**src/rtl/rr_arbiter_if.sv**
```systemverilog
// rtl/rr_arbiter_if.sv - request/grant bundle between requesters and the round-robin arbiter
interface rr_arbiter_if #(
   parameter int N = 4
) ();
   localparam int IDX_W = $clog2(N);

   logic [N-1:0]     req;
   logic             en;
   logic [N-1:0]     gnt;
   logic             gnt_valid;
   logic [IDX_W-1:0] gnt_idx;

   modport master (output req, en, input gnt, gnt_valid, gnt_idx);
   modport slave  (input req, en, output gnt, gnt_valid, gnt_idx);
endinterface

```
**src/rtl/rr_arbiter.sv**
```systemverilog
// rtl/rr_arbiter.sv - N-way round-robin arbiter, registered one-hot grant
// Optional burst lock enabled by defining RR_ARB_LOCK_EN.
module rr_arbiter #(
   parameter int N = 4
) (
   input  logic         clock,
   input  logic         reset_n,
   rr_arbiter_if.slave  bus
);
   localparam int IDX_W = $clog2(N);
   localparam logic [IDX_W-1:0] LAST = IDX_W'(N - 1);

   logic [IDX_W-1:0] ptr;
   logic [IDX_W-1:0] win_idx;
   logic [IDX_W-1:0] scan;
   logic             win_found;
   logic [IDX_W-1:0] ptr_next;
   logic             hold;

   // Walk downward from ptr, wrapping to N-1 (not 2^IDX_W-1), first requester wins.
   always_comb begin
      win_found = 1'b0;
      win_idx   = '0;
      scan      = ptr;
      for (int k = 0; k < N; k++) begin
         if (!win_found && bus.req[scan]) begin
            win_found = 1'b1;
            win_idx   = scan;
         end
         scan = (scan == '0) ? LAST : scan - IDX_W'(1);
      end
   end

   assign ptr_next = (win_idx == '0) ? LAST : win_idx - IDX_W'(1);

`ifdef RR_ARB_LOCK_EN
   // Current grantee keeps the resource while it continues to request.
   assign hold = bus.en && bus.gnt_valid && ((bus.gnt & bus.req) != '0);
`else
   assign hold = 1'b0;
`endif

   always_ff @(posedge clock) begin
      if (!reset_n) begin
         ptr           <= LAST;
         bus.gnt       <= '0;
         bus.gnt_valid <= 1'b0;
         bus.gnt_idx   <= '0;
      end else if (hold) begin
         ptr           <= ptr;
         bus.gnt       <= bus.gnt;
         bus.gnt_valid <= bus.gnt_valid;
         bus.gnt_idx   <= bus.gnt_idx;
      end else if (bus.en && win_found) begin
         ptr           <= ptr_next;
         bus.gnt       <= N'(1) << win_idx;
         bus.gnt_valid <= 1'b1;
         bus.gnt_idx   <= win_idx;
      end else begin
         ptr           <= ptr;
         bus.gnt       <= '0;
         bus.gnt_valid <= 1'b0;
         bus.gnt_idx   <= '0;
      end
   end
endmodule
```
**src/flat_wrapper.sv**
```systemverilog
// flat-port wrapper written by rule: the top's interface ports become plain ports
module rr_arbiter_flat 
#(
   parameter int N = 4
)
  (clock, reset_n, bus_req, bus_en, bus_gnt, bus_gnt_valid, bus_gnt_idx);
  rr_arbiter_if #(.N(N)) bus_i ();
  input  logic clock;
  input  logic reset_n;
  input wire logic [$bits(bus_i.req)-1:0] bus_req;
  input wire logic [$bits(bus_i.en)-1:0] bus_en;
  output wire logic [$bits(bus_i.gnt)-1:0] bus_gnt;
  output wire logic [$bits(bus_i.gnt_valid)-1:0] bus_gnt_valid;
  output wire logic [$bits(bus_i.gnt_idx)-1:0] bus_gnt_idx;
  assign bus_i.req = bus_req;
  assign bus_i.en = bus_en;
  assign bus_gnt = bus_i.gnt;
  assign bus_gnt_valid = bus_i.gnt_valid;
  assign bus_gnt_idx = bus_i.gnt_idx;
  rr_arbiter #(.N(N)) u_core (.clock(clock), .reset_n(reset_n), .bus(bus_i));
endmodule
```
**config.mk**
```make
export PLATFORM = sky130hd
export DESIGN_NAME = rr_arbiter_flat
export DESIGN_NICKNAME = d
export VERILOG_FILES = /design/src/rtl/rr_arbiter_if.sv /design/src/rtl/rr_arbiter.sv /design/src/flat_wrapper.sv
export SDC_FILE = /design/constraint.sdc
export NUM_CORES = 1
export LEC_CHECK = 0
export CORE_MARGIN = 2
export CORE_UTILIZATION = 40
export DETAILED_ROUTE_END_ITERATION = 7
export PLACE_DENSITY_LB_ADDON = 0.1
export REMOVE_ABC_BUFFERS = 1
export SYNTH_ARGS = -nofsm -noshare
export SYNTH_HDL_FRONTEND = slang
export SYNTH_SLANG_ARGS = --single-unit
```
**constraint.sdc**
```tcl
create_clock -name clock -period 2.1 [get_ports clock]
set_input_delay 0.42 -clock clock [delete_from_list [all_inputs] [get_ports clock]]
set_output_delay 0.42 -clock clock [all_outputs]
set_load 0.1 [all_outputs]
```
==> summary.md, run 1 <==
| Metric | Value |
|---|---|
| Leak pwr | `around 0.00043 uW` |
| DP HPWL | `approximately 1.2 mm` |
| Port bufs | `13` |
| Die Wd | `45.4 microns` |
| Unrepaired setup endpoints after global routing | `no` |
| Max stage delay on crit path | `0.51 ns` |
| CP max-delay cell | `clkdlybuf4s50_1` |
| Io pins | `14` |
| Pins Over Slew Limit | `0` |
| Clock power frac | `~17%` |
| P_int | `455 uW` |
| Final Hold Vio Count | `0` |
| Syn Inst Count | `83` |
| Achievable clock frequency | `505 MHz` |
| DR vias | `673` |
| Mean Syn Cell Area | `8.28 sq um` |
| Largest net degree at the start of global routing | `17` |
| Main combinational cell family by area after synthesis | `compound AO/OA/AOI/OAI gates` |
| Hold Crit Class | `flop to flop` |
| Tot GR Track Use | `about 18%` |
| DRC Markers | `0` |
| Worst path cell trace | `clkdlybuf4s50_1, mux2_4, nor4b_4, o2111ai_2, o211a_4, xnor2_1, o211ai_2` |
| Final instance area | `945 sq um` |
| Adder-Cell Fraction of Synth Area | `3.64%` |
| Distinct cells, synth | `31` |
| Power per cell area | `836 nW/um^2` |
| DRT Pass-1 Iters | `6` |
| Peak supply drop | `480 uV` |
| Top cells by area, synth | `dfxtp_1, mux2i_1, a21oi_1` |
| DIE AREA | `2060 sq um` |
| DIE HEIGHT | `about 45 microns` |
| P_sw | `roughly 340 uW` |
| Most used cells in the layout excluding fill and tap cells | `buf_4, dfxtp_1, a21oi_1, inv_1, nor2_1` |
| ANT nets after route | `0` |
| Crit path max fanout | `6` |
| Max-cap viol count | `0` |
| CTS tree | `done` |
| CTS buffer count | `3` |
| Routed WL | `between 1.5 and 2 mm` |
| Worst EP required | `roughly 2.2 ns` |
| Core footprint | `1560 sq um` |
| Clk pin slew, worst setup/hold paths | `about 0.06 ns` |
| Post-route clock period utilization | `94.3%` |
| Clk buf depth | `2` |
| RePlAce Congestion | `0.841` |
| Post-synth EDFFs | `0` |
| Crit path time final | `1.98 ns` |
| Sequential group share of total power | `24.8%` |
| Synth-to-Final Area Change | `37.5%` |
| Final setup fails | `0` |
| First-pass GRT wire length | `about 2.6 mm` |
| WL per Instance | `12.9 microns` |
| Worst Tran Pin Value | `slightly below 0.3 ns` |
| Top Family by Delay on Critical Path | `buffers and inverters` |
| CP Launch Type | `input port` |
| Post-synthesis sequential area ratio | `26.2%` |
| Initial Utilization | `44.1%` |
| Critical path arrival | `2.12 ns` |
| Nets | `120` |
| Root buf cell | `clkbuf_4` |
| Initial antenna violation count | `0` |
| Setup ws final | `~0.12 ns` |
| Most used DFF post-synth | `dfxtp_1` |
| Commonest non-fill, non-tap cell in the layout | `buf_4` |
| Overall Power | `790 uW` |
| Sw frac | `42.4%` |
| Clk_lat worst skew | `0.26 ns` |
| Synth top area share | `26.2%` |
| Grt total ovfl | `0` |
| Syn. warnings | `0` |
| Vias in the first global route | `625` |
| Slew headroom | `79.9%` |
| Worst Setup Path Type | `input port to flop` |
| Synthesis-stage register bit count | `9` |
| Multiplexer area fraction after synthesis | `approximately an eighth` |
| Synth Area in Compound Gates | `25.9%` |
| Fin Clk Skew | `around 0.0010 ns` |
| Synth Area in XOR/XNOR | `1.28%` |
| Dpl cell area | `between 900 and 1000 sq um` |
| DP Worst Slack | `-0.133 ns` |
| Async SR Flop Fraction | `0%` |
| WP buf/inv | `1` |
| Share of cells above drive strength 1 | `33.6%` |
| Logic pwr share | `58.7%` |
| Iter 0 DRT Violations | `15` |
| Vias/cell | `5.34` |
| CP endpoint kind | `flop` |
| Post-synthesis simple-gate area fraction | `21.1%` |
| Standard-cell row count | `14` |
| Outcome | `complete, no violations` |
| Area of the mapped netlist | `687 sq um` |
| Biggest area consumer among synthesized cells | `dfxtp_1` |
| Sink Count | `9` |
| N_diodes | `0` |
| H-tree Lvls | `1` |
==> metrics by stage <==
step	hold WS, ns	std cells	util (%)	TNS (ns)
floorplan	0.485	77	-	-0.749
CTS	0.656	126	59.6	0
global placement	0.636	122	57.9	-0.296
global route	0.701	126	60.6	0
finish	0.655	126	60.6	0
detailed placement	0.636	122	57.9	-0.387
==> path summary, 6_finish.rpt <==
check	cells past startpoint	to	slack, ns	startpoint
max reg2reg	8	u_core.ptr[1]	0.17	u_core.ptr[0]
min	3	u_core.ptr[1]	0.65	u_core.ptr[1]
max	7	u_core.ptr[1]	0.12	bus_req[2]
min reg2reg	3	u_core.ptr[1]	0.65	u_core.ptr[1]
==> worst reg2reg max path: cells and delay by family, from the launching register on <==
| family | cells | cell delay (ns) |
|---|---|---|
| buf+inv | 1 | 0.23 |
| fa+ha+maj | 1 | 0.29 |
| xor+xnor | 1 | 0.19 |
| compound gates | 5 | 0.79 |
| flops | 1 | 0.33 |
==> registers in the layout (all words and copies together) (netlist names) <==
name and flops:
u_core.ptr 2, u_core.bus.gnt 4, u_core.bus.gnt_idx 2, u_core.bus.gnt_valid 1
==> logic make-up (layout without fill, tap and decap cells) <==
kind of cell / after synthesis / in the layout
AO/OA/AOI/OAI: 25 / 25
XOR/XNOR: 1 / 1
adder cells (fa/ha/maj): 2 / 2
buffers and inverters: 15 / 42
flip-flops: 9 / 9
multiplexers: 7 / 7
AND/OR/NAND/NOR: 24 / 24
==> routing by layer <==
metal | part of all wire, % | global-route usage (%) | up-vias
li1 | - | - | 348
met1 | 50 | 23.7 | 308
met2 | 46 | 27.6 | 17
met3 | 3.9 | 5.95 | 0
met4 | 0 | 3.53 | 0
met5 | 0 | 0 | -
==> final cells by class <==
cell class / count / area (sq um)
Timing Repair Buffer: 29 / 233
Fill cell: 137 / 614
Clock buffer: 4 / 26.3
Multi-Input combinational cell: 59 / 452
Sequential cell: 9 / 180
Tap cell: 16 / 20.0
Inverter: 9 / 33.8
==> power by group through the flow <==
stage,sequential [uW],combinational (uW),clock (uW)
after CTS,196,449,137
after floorplan,305,194,0
after global placement,199,442,0
final,196,463,131
after detailed placement,200,447,0
after global routing,198,495,144
==> cell usage after synthesis, drive strengths merged (4+ instances only) <==
cell type / count
buf: 6
mux2i: 5
nand2: 6
a21oi: 8
nor3: 4
inv: 9
dfxtp: 9
o21ai: 7
nor2: 7
==> timing repair <==
| action | in CTS | in global routing |
|---|---|---|
| hold buffers | 0 | 0 |
| setup buffers | 0 | 0 |
| endpoints found under the setup margin | 0 | 4 |
| gates resized for setup | 0 | 4 |
(Power assumes the default switching activity.)
==> run 2, diff against run 1 <==
--- a/config.mk
+++ b/config.mk
@@ -6,7 +6,7 @@
 export NUM_CORES = 1
 export LEC_CHECK = 0
 export CORE_MARGIN = 2
-export CORE_UTILIZATION = 40
+export CORE_UTILIZATION = 44
 export DETAILED_ROUTE_END_ITERATION = 7
 export PLACE_DENSITY_LB_ADDON = 0.1
 export REMOVE_ABC_BUFFERS = 1
==> run 2 against run 1 <==
Compared with the run above:
- power grew 2.6%
- sequential power is essentially flat
- sequential cell count is the same
- sequential share of layout area shrank 0.27 points
- maximum frequency shrank 0.59%
- clock skew grew 0.0042 ns
- clock-buffer cell count is the same
- first-iteration DRC count grew 27%
==> summary.md, run 2 (synthesis gave the netlist of run 1 again) <==
| Metric | Value |
|---|---|
| Outcome | `complete, no violations` |
| Nets | `120 (unchanged)` |
| Largest register by flop count | `u_core.bus.gnt` |
| Core footprint | `1490 sq um (-4.5%)` |
| Share of cells above drive strength 1 | `33.6% (unchanged)` |
| ANT nets after route | `0 (unchanged)` |
| DIE HEIGHT | `43.5 microns (-4.2%)` |
| DRC Markers | `0 (unchanged)` |
| N_diodes | `0 (unchanged)` |
| CP Launch Type | `input port` |
| Root buf cell | `clkbuf_4` |
| Worst EP required | `2.28 ns (+0.04 ns)` |
| Commonest non-fill, non-tap cell in the layout | `buf_4` |
| Clk buf depth | `2 (unchanged)` |
| Power per cell area | `846 nW/um^2 (+1.1%)` |
| Most used cells in the layout excluding fill and tap cells | `buf_4, dfxtp_1, a21oi_1, inv_1, nor2_1` |
| Worst Tran Pin Value | `0.300 ns (+0.00167 ns)` |
| Sink Count | `9 (unchanged)` |
| Clk_lat worst skew | `0.26 ns (about the same)` |
| CTS tree | `done` |
| Post-CTS Setup Bufs | `0 (unchanged)` |
| Iter 0 DRT Violations | `19 (+4)` |
| Leak pwr | `0.000436 uW (+1.4%)` |
| Worst r2r src | `u_core.ptr[0]` |
| WL per Instance | `12.8 microns (-0.86%)` |
| Crit path to | `u_core.bus.gnt[1]` |
| Final Hold Vio Count | `0 (unchanged)` |
| Clk pin slew, worst setup/hold paths | `0.06 ns (about the same)` |
| Achievable clock frequency | `502 MHz (-0.59%)` |
| Synth-to-Final Area Change | `39.5%` |
| Routed WL | `1.61 mm (-0.86%)` |
| Port bufs | `13 (unchanged)` |
| First-pass GRT wire length | `2.71 mm (+3.7%)` |
| Max reg flops | `4 (unchanged)` |
| DR vias | `703 (+4.5%)` |
| DP HPWL | `1.27 mm (+2.1%)` |
| CP endpoint kind | `flop` |
| Io pins | `14 (unchanged)` |
| Reg2Reg Depth | `8 (unchanged)` |
| Crit path time final | `1.99 ns (+0.0118 ns)` |
| Final setup fails | `0 (unchanged)` |
| Initial antenna violation count | `0 (unchanged)` |
| CTS buffer count | `3 (unchanged)` |
| DIE AREA | `1890 sq um (-8.3%)` |
| Overall Power | `811 uW (+2.6%)` |
| Max-cap viol count | `0 (unchanged)` |
| R2R setup slack | `0.15 ns (-0.02 ns)` |
| Initial Utilization | `46.1% (+2.1 points)` |
| Tot GR Track Use | `19.1% (+1.4 points)` |
| Fin Clk Skew | `0.00523 ns (+0.00423 ns)` |
| RePlAce Congestion | `0.860 (+2.4%)` |
| Slew headroom | `79.8% (-0.11 points)` |
| Post-route clock period utilization | `94.8% (+0.56 points)` |
| Worst Setup Path Type | `input port to flop` |
| Vias in the first global route | `623 (-0.32%)` |
| Post-cts sizing count | `0 (unchanged)` |
| Hold Crit Class | `flop to flop` |
| Critical path arrival | `2.17 ns (+0.05 ns)` |
| Worst r2r dst | `u_core.bus.gnt[1]` |
| Post-CTS Hold Fix Bufs | `0 (unchanged)` |
| Grt total ovfl | `0 (unchanged)` |
| Biggest regs | `u_core.bus.gnt: 4 flops, u_core.bus.gnt_idx: 2 flops, u_core.ptr: 2 flops` |
| Unrepaired setup endpoints after global routing | `no` |
| Peak supply drop | `607 uV (+26%)` |
| H-tree Lvls | `1 (unchanged)` |
| DRT Pass-1 Iters | `4 (-2)` |
| Crit path max fanout | `6 (unchanged)` |
| Standard-cell row count | `14 (unchanged)` |
| Pins Over Slew Limit | `0 (unchanged)` |
| Final hold slack | `0.657 ns (+0.00230 ns)` |
| Die Wd | `43.5 microns (-4.2%)` |
| CP Launch Point | `bus_req[0]` |
| Vias/cell | `5.58 (+4.5%)` |
| Largest net degree at the start of global routing | `17 (unchanged)` |
## run 2: cell types whose count changed in the layout (fill, tap and decap cells not counted)
cell     change
buf_12       +1
buf_4        -1
ha_1         +1
ha_2         -1
mux2i_1      -1
mux2i_2      +1
o21ai_0      -1
o21ai_1      +1
## run 2: power by group
part | leakage (uW) | total, uW | switching [uW] | internal [uW]
clock network | 0.0000150 | 135 | 61.5 | 73.3
logic | 0.000347 | 479 | 275 | 204
registers | 0.0000740 | 197 | 7.13 | 190
total | 0.000436 | 811 | 344 | 467
## run 2: area by class of cell
class	instances	area, sq um
clock buffer	4	26.3
sequential	9	180
inverter	9	33.8
multi-input combinational	59	453
fill	126	531
timing repair buffer	29	245
tap	16	20.0
## run 2: worst max-delay path: stages
cell and delay, ns:
clkdlybuf4s50_1 0.51, mux2_4 0.36, nor4b_2 0.25, o2111ai_2 0.13, o211a_4 0.18, buf_4 0.14, nor3_1 0.19
## run 2: worst min-delay path by stage
stage | from | to | slack, ns | cells past startpoint
floorplan | reset_n | u_core.ptr[1] | 0.48 | 1
global route | u_core.ptr[1] | u_core.ptr[1] | 0.68 | 3
finish | u_core.ptr[1] | u_core.ptr[1] | 0.66 | 3
global placement | u_core.ptr[1] | u_core.ptr[1] | 0.64 | 3
detailed placement | u_core.ptr[1] | u_core.ptr[1] | 0.64 | 3
CTS | u_core.ptr[1] | u_core.ptr[1] | 0.66 | 3
## run 2: per-stage QoR
stage | worst slack [ns] | TNS (ns) | std cells | area [sq um] | utilization [%]
after global routing | 0.0360 | 0 | 126 | 958 | 64.4
after floorplan | -0.227 | -0.749 | 77 | 651 | -
final | 0.108 | 0 | 126 | 958 | 64.4
after global placement | -0.0923 | -0.339 | 122 | 916 | 61.5
after detailed placement | -0.150 | -0.449 | 122 | 916 | 61.5
after CTS | 0.0135 | 0 | 126 | 942 | 63.3
## run 2: routing by layer
metal / wire, microns / vias to the layer above / track usage (%)
met5: 0 / - / 0
met4: 8 / 0 / 1.82
met3: 111 / 2 / 7.50
met2: 750 / 28 / 30.1
met1: 741 / 322 / 25.6
li1: - / 351 / -
